[src/rtl/tpu_result_checker_lat_pipe.sv]
// RD_LAT-stage valid+address shift register with sync flush.
// Ports: clk, rstn, flush, in_valid/in_addr, out_valid/out_addr, any_valid.
module lat_pipe #(
  parameter int RD_LAT = 1,
  parameter int ADDR_W = 10
) (
  input  logic              clk,
  input  logic              rstn,
  input  logic              flush,
  input  logic              in_valid,
  input  logic [ADDR_W-1:0] in_addr,
  output logic              out_valid,
  output logic [ADDR_W-1:0] out_addr,
  output logic              any_valid
);

  logic [RD_LAT-1:0] v;
  logic [ADDR_W-1:0] a [RD_LAT];

  always_ff @(posedge clk or negedge rstn) begin
    if (!rstn) begin
      v <= '0;
      for (int i = 0; i < RD_LAT; i++)
        a[i] <= '0;
    end else if (flush) begin
      v <= '0;
    end else begin
      v[0] <= in_valid;
      a[0] <= in_addr;
      for (int i = 1; i < RD_LAT; i++) begin
        v[i] <= v[i-1];
        a[i] <= a[i-1];
      end
    end
  end

  assign out_valid = v[RD_LAT-1];
  assign out_addr  = a[RD_LAT-1];
  assign any_valid = |v;

endmodule

[config.mk]
export PLATFORM = sky130hd
export DESIGN_NAME = lat_pipe
export DESIGN_NICKNAME = d
export VERILOG_FILES = /design/src/rtl/tpu_result_checker_lat_pipe.sv
export SDC_FILE = /design/constraint.sdc
export NUM_CORES = 1
export LEC_CHECK = 0
export CORE_AREA = 2 2 39 41
export DETAILED_ROUTE_END_ITERATION = 8
export DIE_AREA = 0 0 41 43
export DONT_BUFFER_PORTS = 1
export PLACE_DENSITY_LB_ADDON = 0.05
export SETUP_SLACK_MARGIN = 0.05
export SLEW_MARGIN = 20
export SYNTH_ARGS = -nofsm -noshare
export SYNTH_HDL_FRONTEND = slang
export SYNTH_SLANG_ARGS = --single-unit
export TNS_END_PERCENT = 10
[constraint.sdc]
create_clock -name clk -period 1 [get_ports clk]
set_input_delay 0.05 -clock clk [delete_from_list [all_inputs] [get_ports clk]]
set_output_delay 0.05 -clock clk [all_outputs]
set_load 0.005 [all_outputs]
# ---- After elaboration in Yosys (flattened, before gate mapping)
# Cells that the tools add are included.
dict set report totals {
  ff_bits 11
  latchBits 0
  mem_bits_rw 0
  romBits 0
  output_inout_bits 12
  wordCells 3
  n_memories 0
}
dict set report op_classes {
  addsub 0
  multipliers 0
  div_mod_pow 0
  magnitude_cmp 0
  n_eq_ne 0
  shift 0
  n_mux 1
  bitwise_logic 0
  reduce_logical 0
}
# op count
set op_table {}
lappend op_table {{$mux W1} 1}

# ---- Depth between registers and ports, before layout
dict set report depth {
  ltp_word 1
  ltp_mapped 2
  mapped_depth_nobuf 1
}

# ---- Worst setup path before layout
# No wires, ideal clock.
dict set report synth_path {
  kind {register to register}
  start {reg out_addr[7] (netlist name)}
  end {reg a, in the netlist out_addr[7]}
  setup_time_ps 125
  t_arrival_ps 614
  required_time_ps 875
  slack_ps 261
  path_stages_with_launch 2
  n_path_buf 0
  synth_period_minus_slack_ps 739
  path_cell_list {dfrtp_1 mux2_2}
}
# element line_no
set synth_lines {}
lappend synth_lines {{end signal: indexed assignment} 32} ;# a[i] <= a[i-1];
lappend synth_lines {{end: declaration} 18} ;# logic [ADDR_W-1:0] a [RD_LAT];

==> impl_results.md <==
* H-tree Lvls at 1
* GPL Wtd Cong at roughly 0.48
* Critical path's top delay family: flip-flops
* Avg Cell Area, Syn at 18.7 µm²
* Ports at 26
* Vias at roughly 250
* TritonCTS clock tree: yes
* Failing checks: hold timing
* IO Port Bufs at 0
* Slew Limit Fails at 0
* Synth top area share at around three fifths
* Hold Path Origin: flush
* Outcome: complete, but fails checks
* HP Class: input pin to flop
* CP max FO at 2
* Mapped cell area at 449 µm²
* Worst r2r dst: out_addr[8]
* Placeable Area at 1380 µm²
* CTS Sinks at 11
* Routed WL per cell at around 14 µm
* Yosys top cell by area: dfrtp_1
* Most common cell after layout, fill and taps aside: dlygate4sd3_1
* First-pass GRT wire length at between 1 and 1.5 mm
* Worst-path clk slew at approximately 0.070 ns
* Finished Cell Area at slightly below 600 µm²
* Cell variety after synth at 6
* Critical Path Sink Type: flop
* Power per Cell Area at 1550 nW/µm²
* Crit path time final at 0.783 ns
* Reg area at 275 µm²
* Crit start category: flop
* Fillcell total at ~130
* Synth-to-layout area growth at 32.9%
* Placed wire-length estimate at between 500 and 600 µm
* Die width at between 40 and 50 µm
* DR pass1 iterations at 3
* Post-Route WL at roughly 750 µm
* Largest net degree at the start of global routing at 12
* Skew final at 0 ns
* Area of the multi-input gates at 155 µm²
* Synth Register Bits at 11
* Antenna viol nets, final at 0
* Critical R2R Launch: out_addr[8]
* Hold depth at 1
* Final nets at 53
* Vias in the first global route at 257
* Num CTS Buffers at 3
* Drt drc at 0
* Dpl cell area at approximately 450 µm²
* Worst skew pair latency at around 0.25 ns
* RSZ-0062 raised after global routing: no
* Clk root buf: clkbuf_4
* Fmax at approximately 1300 MHz
* PostCTS Resize Cnt at 0
* Initial core utilization at between 30% and 40%
* Hold slack at -0.0526 ns
* Site Rows at 14
* Detail-routed via count per cell at 4.65
* Min-Delay Endpoint: out_addr[7]
* Max Buffers Root-to-Sink at 2
* GRT Residual Overflow at 0
* Critical path, cell by cell: mux2_4
* Drt initial violations at 3
* WP buf/inv at 0
* Crit path arrival time at around 0.93 ns
* Least-Margin Pin Slew at approximately 0.48 ns
* DIE AREA at 1760 µm²
* Final setup violating endpoints at 0
* Post-Synthesis Cells at 24
* Leak pwr at roughly 0.00028 µW
* Synth area leaders: dfrtp_1, mux2_4, buf_6
* Req. time, crit path at 1.14 ns
* DIE HEIGHT at between 40 and 50 µm
* WS Path Type: flop to flop
* Final setup TNS at 0 ns
* Most frequent cells in the layout: dlygate4sd3_1, dfrtp_1, mux2_4
* CP peak stage delay at 0.40 ns
* Maximum VDD drop at between 0.0006 and 0.0007 V
* Slew HR at 68.0%
* Critical path's slowest cell: dfrtp_1
* R2R depth at 1
* Post CTS Setup Buffer Count at 0
* Layout cells sized above 1 at a little under two fifths
* MaxCap Viol Count at 0
* Diode count at 0
* Synth warn at 0
* Final Hold Fails at 10
* Period utilization at 78.3%
* Seq/Total Area, Yosys at between 60% and 70%
* Post-CTS Hold Fix Bufs at 12
* Synth Net Count at 38
* Reg-to-reg slack, setup at 0.22 ns
* GRT Total Usage at about 9.9%
* Initial antenna violation count at 0
cells in the mapped netlist:
cell type and n:
dfrtp_1 11, mux2_4 9, and2b_2 1, buf_4 1
buf_6 1, mux2_2 1
worst max path at each step:
stage,startpoint,endpoint,slack [ns],cells after the start
2_1_floorplan,out_addr[7],out_addr[7],0.26,1
3_3_place_gp,out_addr[3],out_addr[3],0.24,1
3_5_place_dp,out_addr[8],out_addr[8],0.22,1
4_1_cts,out_addr[8],out_addr[8],0.21,1
5_1_grt,out_addr[8],out_addr[8],0.19,1
6_report,out_addr[8],out_addr[8],0.22,1
area by class of cell:
type | count | share of cell area (%)
clock buffers | 4 | 4.40
repair buffers | 12 | 20.1
flip-flops and latches | 11 | 46.1
well taps | 16 | 3.35
multi-input cells | 11 | 26.0
report_power, final:
group	leakage, µW	internal (µW)	switching (µW)
Clock	0.0000150	154	135
Combinational	0.000133	90.5	23.8
Sequential	0.000130	488	35.1
Total	0.000278	732	194
state kept, by name (all words and copies together) (netlist names):
register	cells
any_valid	1
out_addr	10
routing by layer:
metal  vias up  part of all wire, %  track usage [%]  routed length, µm
met1       127                   38             11.8                287
li1        109                    -                -                  -
met4         0                    0             6.00                  0
met5         -                    0                0                  0
met3         0                   11             6.28                 79
met2        15                   51             12.8                382
metrics by stage:
stage / power [µW] / hold WS [ns] / std cells / util (%) / setup slack, ns
3_5_place_dp: 601 / -0.245 / 38 / 32.5 / 0.222
2_1_floorplan: 602 / -0.246 / 24 / - / 0.261
5_1_grt: 987 / -0.0737 / 54 / 43.1 / 0.191
6_report: 926 / -0.0526 / 54 / 43.1 / 0.217
4_1_cts: 944 / -0.0609 / 54 / 43.1 / 0.212
3_3_place_gp: 599 / -0.245 / 38 / 32.5 / 0.239
kinds of logic after synthesis:
| group | after synthesis | share of synthesized area (%) |
|---|---|---|
| flip-flops | 11 | 61.3 |
| multiplexers | 10 | 32.6 |
| buffers and inverters | 2 | 4.18 |
| AND/OR/NAND/NOR | 1 | 1.95 |
Power figures use the tool's default switching activity.
